<file path="src/rtl/rs232_response_serializer.sv">
`default_nettype none
// ============================================================================
//  Module   : rs232_response_serializer
//  Purpose  : Captures a packed multi-byte response from the RS-232 command
//             processor and streams it MSB byte first to the single-byte
//             UART transmitter over a valid/ready handshake. An optional
//             idle gap is inserted after every accepted byte.
//  Revision : 1.0  initial release
// ----------------------------------------------------------------------------
//  Ports
//    clock            in   system clock
//    reset            in   asynchronous, active-high reset
//    tx_bytes         in   packed response, first byte in the top 8 bits
//    tx_num_bytes     in   valid byte count, counted from the top of tx_bytes
//    tx_valid         in   request level; a rising edge starts one response
//    uart_ready       in   UART TX accepts a byte this cycle
//    uart_data        out  byte presented to UART TX
//    uart_data_valid  out  uart_data valid (transfer on valid & ready)
//    busy             out  response in progress
//    done             out  one-cycle pulse after the last byte (and its gap)
//    overrun          out  one-cycle pulse: request edge dropped while busy
// ============================================================================
module rs232_response_serializer #(
  parameter int MAX_BYTES  = 11,
  parameter int GAP_CYCLES = 0
) (
  input  logic                   clock,
  input  logic                   reset,
  input  logic [MAX_BYTES*8-1:0] tx_bytes,
  input  logic [3:0]             tx_num_bytes,
  input  logic                   tx_valid,
  input  logic                   uart_ready,
  output logic [7:0]             uart_data,
  output logic                   uart_data_valid,
  output logic                   busy,
  output logic                   done,
  output logic                   overrun
);

  localparam int          BUF_W      = MAX_BYTES * 8;
  localparam logic [3:0]  MAX_COUNT  = 4'(MAX_BYTES);
  localparam bit          HAS_GAP    = (GAP_CYCLES > 0);
  // The gap counter counts down to zero inclusive, so it is loaded with N-1.
  localparam logic [15:0] GAP_RELOAD = (GAP_CYCLES > 0) ? 16'(GAP_CYCLES - 1) : 16'd0;

  typedef enum logic [1:0] {
    ST_IDLE = 2'd0,
    ST_SEND = 2'd1,
    ST_GAP  = 2'd2,
    ST_DONE = 2'd3
  } state_t;

  state_t           state;
  state_t           state_next;
  logic [BUF_W-1:0] buffer;
  logic [BUF_W-1:0] buffer_next;
  logic [3:0]       count;
  logic [3:0]       count_next;
  logic [15:0]      gap_count;
  logic [15:0]      gap_next;
  logic             tx_valid_last;
  logic             req_edge;
  logic             overrun_next;

  // tx_valid_last resets to 0, so a request already high when reset
  // releases is seen as a fresh edge.
  assign req_edge = tx_valid & ~tx_valid_last;

  // --------------------------------------------------------------------------
  // Next-state / datapath logic
  // --------------------------------------------------------------------------
  always_comb begin
    state_next   = state;
    buffer_next  = buffer;
    count_next   = count;
    gap_next     = gap_count;
    overrun_next = 1'b0;

    case (state)
      ST_IDLE: begin
        // A zero-length request is silently ignored.
        if (req_edge && (tx_num_bytes != 4'd0)) begin
          buffer_next = tx_bytes;
          count_next  = (tx_num_bytes > MAX_COUNT) ? MAX_COUNT : tx_num_bytes;
          state_next  = ST_SEND;
        end
      end

      ST_SEND: begin
        // uart_data_valid is high for the whole of SEND, so ready alone
        // marks a transfer. Without it everything holds, keeping data stable.
        if (uart_ready) begin
          buffer_next = buffer << 8;
          count_next  = count - 4'd1;
          if (HAS_GAP) begin
            gap_next   = GAP_RELOAD;
            state_next = ST_GAP;
          end else if (count == 4'd1) begin
            state_next = ST_DONE;
          end
        end
      end

      ST_GAP: begin
        if (gap_count == 16'd0) begin
          state_next = (count != 4'd0) ? ST_SEND : ST_DONE;
        end else begin
          gap_next = gap_count - 16'd1;
        end
      end

      ST_DONE: begin
        state_next = ST_IDLE;
      end

      default: begin
        state_next = ST_IDLE;
      end
    endcase

    // Requests arriving mid-response are dropped and flagged.
    if (req_edge && (state != ST_IDLE)) begin
      overrun_next = 1'b1;
    end
  end

  // --------------------------------------------------------------------------
  // State register
  // --------------------------------------------------------------------------
  always_ff @(posedge clock or posedge reset) begin
    if (reset) begin
      state <= ST_IDLE;
    end else begin
      state <= state_next;
    end
  end

  // --------------------------------------------------------------------------
  // Datapath and registered outputs. Outputs are loaded from the next-state
  // values so they line up with the state they describe with no extra delay.
  // --------------------------------------------------------------------------
  always_ff @(posedge clock or posedge reset) begin
    if (reset) begin
      buffer          <= '0;
      count           <= 4'd0;
      gap_count       <= 16'd0;
      tx_valid_last   <= 1'b0;
      uart_data       <= 8'h00;
      uart_data_valid <= 1'b0;
      busy            <= 1'b0;
      done            <= 1'b0;
      overrun         <= 1'b0;
    end else begin
      buffer          <= buffer_next;
      count           <= count_next;
      gap_count       <= gap_next;
      tx_valid_last   <= tx_valid;
      uart_data_valid <= (state_next == ST_SEND);
      uart_data       <= (state_next == ST_SEND) ? buffer_next[BUF_W-1 -: 8] : 8'h00;
      busy            <= (state_next != ST_IDLE);
      done            <= (state_next == ST_DONE);
      overrun         <= overrun_next;
    end
  end

endmodule
`default_nettype wire

</file>
<file path="config.mk">
export PLATFORM = sky130hd
export DESIGN_NAME = rs232_response_serializer
export DESIGN_NICKNAME = d
export VERILOG_FILES = /design/src/rtl/rs232_response_serializer.sv
export SDC_FILE = /design/constraint.sdc
export NUM_CORES = 1
export LEC_CHECK = 0
export CAP_MARGIN = 0
export CORE_UTILIZATION = 50
export DETAILED_ROUTE_END_ITERATION = 8
export GPL_TIMING_DRIVEN = 0
export HOLD_SLACK_MARGIN = 0.1
export PLACE_DENSITY = 0.79
export RECOVER_POWER = 50
export SLEW_MARGIN = 20
export SYNTH_ARGS = -nofsm -noshare
export SYNTH_HDL_FRONTEND = slang
export SYNTH_SLANG_ARGS = --single-unit
</file>
<file path="constraint.sdc">
create_clock -name clock -period 6.8 [get_ports clock]
set_input_delay 1.02 -clock clock [delete_from_list [all_inputs] [get_ports clock]]
set_output_delay 1.02 -clock clock [all_outputs]
set_load 0.005 [all_outputs]
</file>
==> impl_metrics.env, run 1 <==
export IMPL_clkSlewWorstSetupHoldPaths_ns=0.05
export IMPL_cts_sinks=123
export IMPL_synth_edf_count=0
export IMPL_cp_max_fo=10
export IMPL_whs_ns=0.474
export IMPL_synth_largest_area_cell="dfrtp_1"
export IMPL_postSynth_asyncResetShare_pct=100
export IMPL_multi_input_area_sq_um=2160
export IMPL_grt_pass1_vias=4625
export IMPL_post_cts_resized=0
export IMPL_synth_avg_cell_area_sq_um=10.2
export IMPL_cts_path_max_buffers=2
export IMPL_synth_warnings=0
export IMPL_cp_start_kind="input port"
export IMPL_overflow=0
export IMPL_cts_hold_buffers=0
export IMPL_slowest_delay_ns=0.56
export IMPL_fillCellCount=782
export IMPL_vias=4527
export IMPL_drc=0
export IMPL_ys_top_cells_by_count="nand2_1 (151), dfrtp_1 (123), a22oi_1 (77)"
export IMPL_setup_viol=0
export IMPL_num_rows=37
export IMPL_fin_crit_ns=3.34
export IMPL_grt_first_pass_wirelength_um=22100
export IMPL_timing_slew_headroom_pct=-82.1
export IMPL_critPathRequiredTime_ns=7.25
export IMPL_area_growth_pct=34.1
export IMPL_finalCritPeriodShare_pct=49.2
export IMPL_dieWidth_um=106
export IMPL_tritoncts="done"
export IMPL_finalHoldViolCount=0
export IMPL_worstMarginPinSlew_ns=2.72
export IMPL_finalNetCount=760
export IMPL_wl_um=13400
export IMPL_routedWlPerCell_um=16.6
export IMPL_synth_top_area_share_pct=56.7
export IMPL_grt_max_degree=63
export IMPL_synth_cell_types=43
export IMPL_drive_above_1_share_pct=7.73
export IMPL_slew_viol_final=62
export IMPL_synth_nets=634
export IMPL_worstSetupPathType="in2reg"
export IMPL_num_antenna_cells=0
export IMPL_numPortBuffers=106
export IMPL_power_mw=2.78
export IMPL_seq_area_sq_um=3080
export IMPL_postRouteAntennaNets=0
export IMPL_grt_usage_pct=25.4
export IMPL_design_die_area_sq_um=11300
export IMPL_stdcell_count=809
export IMPL_maxCapViolCount=1
export IMPL_cts_buffers_inserted=17
export IMPL_antenna_found_initial=0
export IMPL_post_cts_buffers=0
export IMPL_critical_path_slowest_cell="clkdlybuf4s50_1"
export IMPL_crit_chain="clkdlybuf4s50_1 > or4_1 > clkbuf_1 > a31oi_1 > clkbuf_1 > buf_2 > buf_2 > nand2_1 > nand2_1"
export IMPL_initial_core_util_pct=52.1
export IMPL_worstSkewPairLatency_ns=0.52
export IMPL_crit_path_end_kind="flip-flop"
export IMPL_leakagePower_nw=3.47
export IMPL_synth_most_common_cell="nand2_1"
export IMPL_synth_area_leaders="dfrtp_1 (57%), a22oi_1 (11%), nand2_1 (10%), clkbuf_1 (2.1%), a22o_1 (1.5%)"
export IMPL_arrival_ns=3.79
export IMPL_violations="max-capacitance violations, max-slew violations"
export IMPL_dp_cells=777
export IMPL_cts_max_level=4
export IMPL_skew_ns=0.00731
export IMPL_core_area_sq_um=10400
export IMPL_fin_setup_tns_ns=0
export IMPL_place_congestion=0.807
export IMPL_synth_ff_type="dfrtp_1"
export IMPL_rsz0062_at_grt="false"
export IMPL_powerDensity_nw_per_um2=381
export IMPL_synth_cells=534
export IMPL_root_buffer="clkbuf_8"
export IMPL_dr_first_iter_drc_count=276
export IMPL_synth_area_sq_um=5430
export IMPL_synth_seq_area_share_pct=56.7
export IMPL_hp_class="reg2reg"
export IMPL_num_io_pins=108
export IMPL_max_clock_freq_ghz=0.299
export IMPL_ys_ff_latch=123
export IMPL_status="complete, but fails checks"
export IMPL_dr_pass1_iters=5
export IMPL_vias_per_cell=5.60
export IMPL_fp_dieH_um=106
export IMPL_ir_worst_vdd_mv=0.215
export IMPL_dp_final_hpwl_um=9440
-- placed cells by master, fill, tap and decap left out, types with 5 or more instances in the layout --
cell type and count:
a22oi_1 77, clkbuf_16 16, dfrtp_1 123, xor2_1 7, a21o_1 5, clkdlybuf4s50_1 104, nor2_1 14, nor3_1 7
clkbuf_1 32, a22o_1 9, nand2_1 151, and2_1 5, inv_1 10, o21ai_0 12, clkinv_2 5, nand4b_1 6
xnor2_1 8
-- flip-flops by register name (all words and copies together) (netlist names) --
signal,count
count,4
state,2
gap_count,16
uart_data_valid,1
busy,1
tx_valid_last,1
overrun,1
done,1
buffer,88
uart_data,8
-- worst max-delay path, delay by kind of cell --
family	cells	cell delay, ns
AO/OA/AOI/OAI	1	0.24
buffers and inverters	5	1.83
AND/OR/NAND/NOR	3	0.69
-- logic make-up after synthesis --
| logic type | after synthesis | synth area share (%) |
|---|---|---|
| flops | 123 | 56.7 |
| buf+inv | 47 | 3.60 |
| xor+xnor | 15 | 2.42 |
| simple gates | 220 | 18.8 |
| mux | 2 | 0.369 |
| fa+ha+maj | 4 | 0.922 |
| compound gates | 123 | 17.2 |
-- cell type report --
cell class / instances / share of cell area, %
Multi-Input combinational cell: 364 / 29.6
Clock buffer: 20 / 6.12
Sequential cell: 123 / 42.3
Buffer: 36 / 2.11
Inverter: 11 / 0.584
Timing Repair Buffer: 107 / 15.0
Clock inverter: 12 / 2.01
Tap cell: 136 / 2.34
-- worst paths after layout --
check,startpoint,end,slack (ns),cells past startpoint
min,buffer[75]$_DFFE_PP0P_,buffer[75]$_DFFE_PP0P_,0.47,2
min in group asynchronous,reset,buffer[6]$_DFFE_PP0P_,1.72,2
max reg2reg,gap_count[0]$_DFFE_PP0P_,uart_data[6]$_DFF_PP0_,4.21,8
max in group asynchronous,reset,buffer[72]$_DFFE_PP0P_,3.84,2
max,tx_num_bytes[3],buffer[77]$_DFFE_PP0P_,3.46,9
min reg2reg,buffer[75]$_DFFE_PP0P_,buffer[75]$_DFFE_PP0P_,0.47,2
-- routing by layer --
metal | track usage [%] | wire (um)
met5 | 0 | 0
met3 | 5.52 | 671
met4 | 8.83 | 193
met1 | 31.6 | 5790
met2 | 43.8 | 6780
-- metrics by stage --
step | setup WS (ns) | util [%] | instance area, sq um
after floorplan | 2.51 | - | 5430
after global placement | 0.930 | 63.9 | 6660
after detailed placement | 3.04 | 64.3 | 6690
after CTS | 3.50 | 69.9 | 7280
after global routing | 3.26 | 69.9 | 7280
final | 3.46 | 69.9 | 7280
-- power by group --
| group | leakage (nW) | switching [mW] | internal (mW) |
|---|---|---|---|
| clock | 0.286 | 0.320 | 0.574 |
| sequential | 1.65 | 0.147 | 0.979 |
| combinational | 1.54 | 0.423 | 0.332 |
| total | 3.47 | 0.890 | 1.89 |
Power figures use the tool's default switching activity.
==> inputs of run 2 (changes only) <==
Clock period 6.8 ns to 3.5 ns, I/O delays scaled along.
==> run 2 against run 1 <==
Effect of this change: the flow still finishes with violations (max-capacitance violations, max-slew violations); worst hold slack got worse by 0.0038 ns; total power increased by 98%; critical endpoint is now buffer[11]$_DFFE_PP0P_; critical path depth unchanged; flip-flop and latch count unchanged; first-iteration DRC count increased by 29%; clock-buffer cell count decreased by 1; sequential power increased by 94%; clock skew decreased by 0.0011 ns; design area increased by 0.88%; via count increased by 0.46%; combinational power increased by 94%.
==> impl_metrics.env, run 2 (synthesis results as in run 1) <==
export IMPL_antenna_found_initial=0
export IMPL_num_io_pins=108
export IMPL_reg2reg_from="gap_count[0]$_DFFE_PP0P_"
export IMPL_stdcell_count=811
export IMPL_dr_first_iter_drc_count=355
export IMPL_fillCellCount=759
export IMPL_finalNetCount=762
export IMPL_fin_crit_ns=2.91
export IMPL_post_cts_resized=0
export IMPL_swShare_pct=32.0
export IMPL_dr_pass1_iters=5
export IMPL_worstMarginPinSlew_ns=1.50
export IMPL_holdPathEnd="buffer[75]$_DFFE_PP0P_"
export IMPL_dp_final_hpwl_um=9600
export IMPL_worstSkewPairLatency_ns=0.52
export IMPL_clkSlewWorstSetupHoldPaths_ns=0.06
export IMPL_hp_class="reg2reg"
export IMPL_numPortBuffers=106
export IMPL_cts_max_level=4
export IMPL_cp_max_fo=10
export IMPL_hold_depth=2
export IMPL_wl_um=13800
export IMPL_maxCapViolCount=1
export IMPL_tritoncts="done"
export IMPL_violations="max-capacitance violations, max-slew violations"
export IMPL_crit_path_end_kind="flip-flop"
export IMPL_top_regs="buffer (88), gap_count (16), uart_data (8)"
export IMPL_worstSetupPathType="in2reg"
export IMPL_critical_path_slowest_cell="dlygate4sd3_1"
export IMPL_cp_start_kind="input port"
export IMPL_drive_above_1_share_pct=8.00
export IMPL_powerDensity_nw_per_um2=750
export IMPL_dp_cells=779
export IMPL_status="complete, but fails checks"
export IMPL_crit_chain="dlygate4sd3_1 > or4_1 > clkbuf_1 > a31oi_1 > clkbuf_1 > buf_2 > buf_2 > nand2_1 > nand2_1"
export IMPL_grt_usage_pct=26.0
export IMPL_largest_reg_flops=88
export IMPL_final_cell_mix="nand2_1 (151), dfrtp_1 (123), clkdlybuf4s50_1 (103), a22oi_1 (77), clkbuf_1 (31)"
export IMPL_initial_core_util_pct=52.1
export IMPL_vias_per_cell=5.61
export IMPL_arrival_ns=3.36
export IMPL_area_growth_pct=35.3
export IMPL_leakagePower_nw=3.50
export IMPL_largest_register="buffer"
export IMPL_root_buffer="clkbuf_8"
export IMPL_intPower_mw=3.74
export IMPL_post_cts_buffers=0
export IMPL_place_congestion=0.812
export IMPL_grt_pass1_vias=4708
export IMPL_grt_first_pass_wirelength_um=22800
export IMPL_hp_start="buffer[75]$_DFFE_PP0P_"
export IMPL_r2r_slack_ns=0.86
export IMPL_whs_ns=0.470
export IMPL_overflow=0
export IMPL_timing_slew_headroom_pct=-0.482
export IMPL_design_die_area_sq_um=11300
export IMPL_vias=4548
export IMPL_critPathRequiredTime_ns=3.95
export IMPL_drc=0
export IMPL_ir_worst_vdd_mv=0.442
export IMPL_power_switching_mw=1.76
export IMPL_rsz0062_at_grt="false"
export IMPL_power_frac_seq_pct=39.8
export IMPL_rr_worst_depth=8
export IMPL_max_clock_freq_ghz=0.344
export IMPL_grt_max_degree=36
export IMPL_pwr_share_comb_pct=26.7
export IMPL_finalCritPeriodShare_pct=83.1
export IMPL_fin_setup_tns_ns=0
export IMPL_p_clk_share_pct=33.6
export IMPL_cts_buffers_inserted=17
export IMPL_cts_sinks=123
export IMPL_num_rows=37
export IMPL_postRouteAntennaNets=0
export IMPL_layout_commonest_cell="nand2_1"
export IMPL_cts_hold_buffers=0
export IMPL_routedWlPerCell_um=17.0
export IMPL_fp_dieH_um=106
export IMPL_cts_path_max_buffers=2
export IMPL_slew_viol_final=1
export IMPL_num_antenna_cells=0
export IMPL_setup_viol=0
export IMPL_slowest_delay_ns=0.64
export IMPL_r2r_end="uart_data[6]$_DFF_PP0_"
export IMPL_dieWidth_um=106
export IMPL_skew_ns=0.00622
export IMPL_core_area_sq_um=10400
export IMPL_finalHoldViolCount=0
run 2: worst max path at each step:
| stage | startpoint | cells after the start | slack [ns] | to |
|---|---|---|---|---|
| after detailed placement | tx_num_bytes[3] | 9 | 0.24 | buffer[11]$_DFFE_PP0P_ |
| after CTS | tx_num_bytes[3] | 9 | 0.72 | buffer[11]$_DFFE_PP0P_ |
| after global routing | reset | 4 | 0.26 | count[0]$_DFFE_PP0P_ |
| after floorplan | gap_count[0]$_DFFE_PP0P_ | 8 | 1.10 | uart_data[4]$_DFF_PP0_ |
| final | tx_num_bytes[3] | 9 | 0.59 | buffer[11]$_DFFE_PP0P_ |
| after global placement | tx_num_bytes[3] | 9 | 0.27 | buffer[78]$_DFFE_PP0P_ |
run 2: cell type report:
class                   count  area, sq um  area share [%]
flip-flops and latches    123         3080            41.9
multi-input cells         364         2160            29.4
repair buffers            109         1110            15.2
clock buffers              19          442            6.01
clock inverters            13          189            2.57
well taps                 136          170            2.32
plain buffers              36          154            2.10
inverters                  11         42.5           0.579
run 2: power groups by stage:
stage / Sequential, mW / Clock (mW) / Combinational, mW
after floorplan: 2.11 / 0 / 0.955
after detailed placement: 2.19 / 0 / 1.44
final: 2.19 / 1.85 / 1.47
after global routing: 2.24 / 1.93 / 1.64
after global placement: 2.18 / 0 / 1.38
after CTS: 2.19 / 1.86 / 1.48
run 2: per-stage QoR:
step / worst slack [ns] / total power, mW / util [%] / instance area [sq um]
after floorplan: 1.10 / 3.07 / - / 5430
after global placement: 0.271 / 3.56 / 64.0 / 6660
after detailed placement: 0.236 / 3.63 / 64.6 / 6730
after CTS: 0.716 / 5.52 / 70.7 / 7360
after global routing: 0.262 / 5.81 / 70.5 / 7340
final: 0.593 / 5.51 / 70.5 / 7340
run 2: critical path: cells and delay by family:
kind | cells | cell delay [ns]
AO/OA/AOI/OAI | 1 | 0.24
buffers and inverters | 5 | 1.92
AND/OR/NAND/NOR | 3 | 0.67
run 2: routing by layer:
metal	share of wire (%)	track usage (%)
met5	0	0
met4	1.1	7.64
met3	5.8	7.17
met2	51	44.9
met1	42	31.5
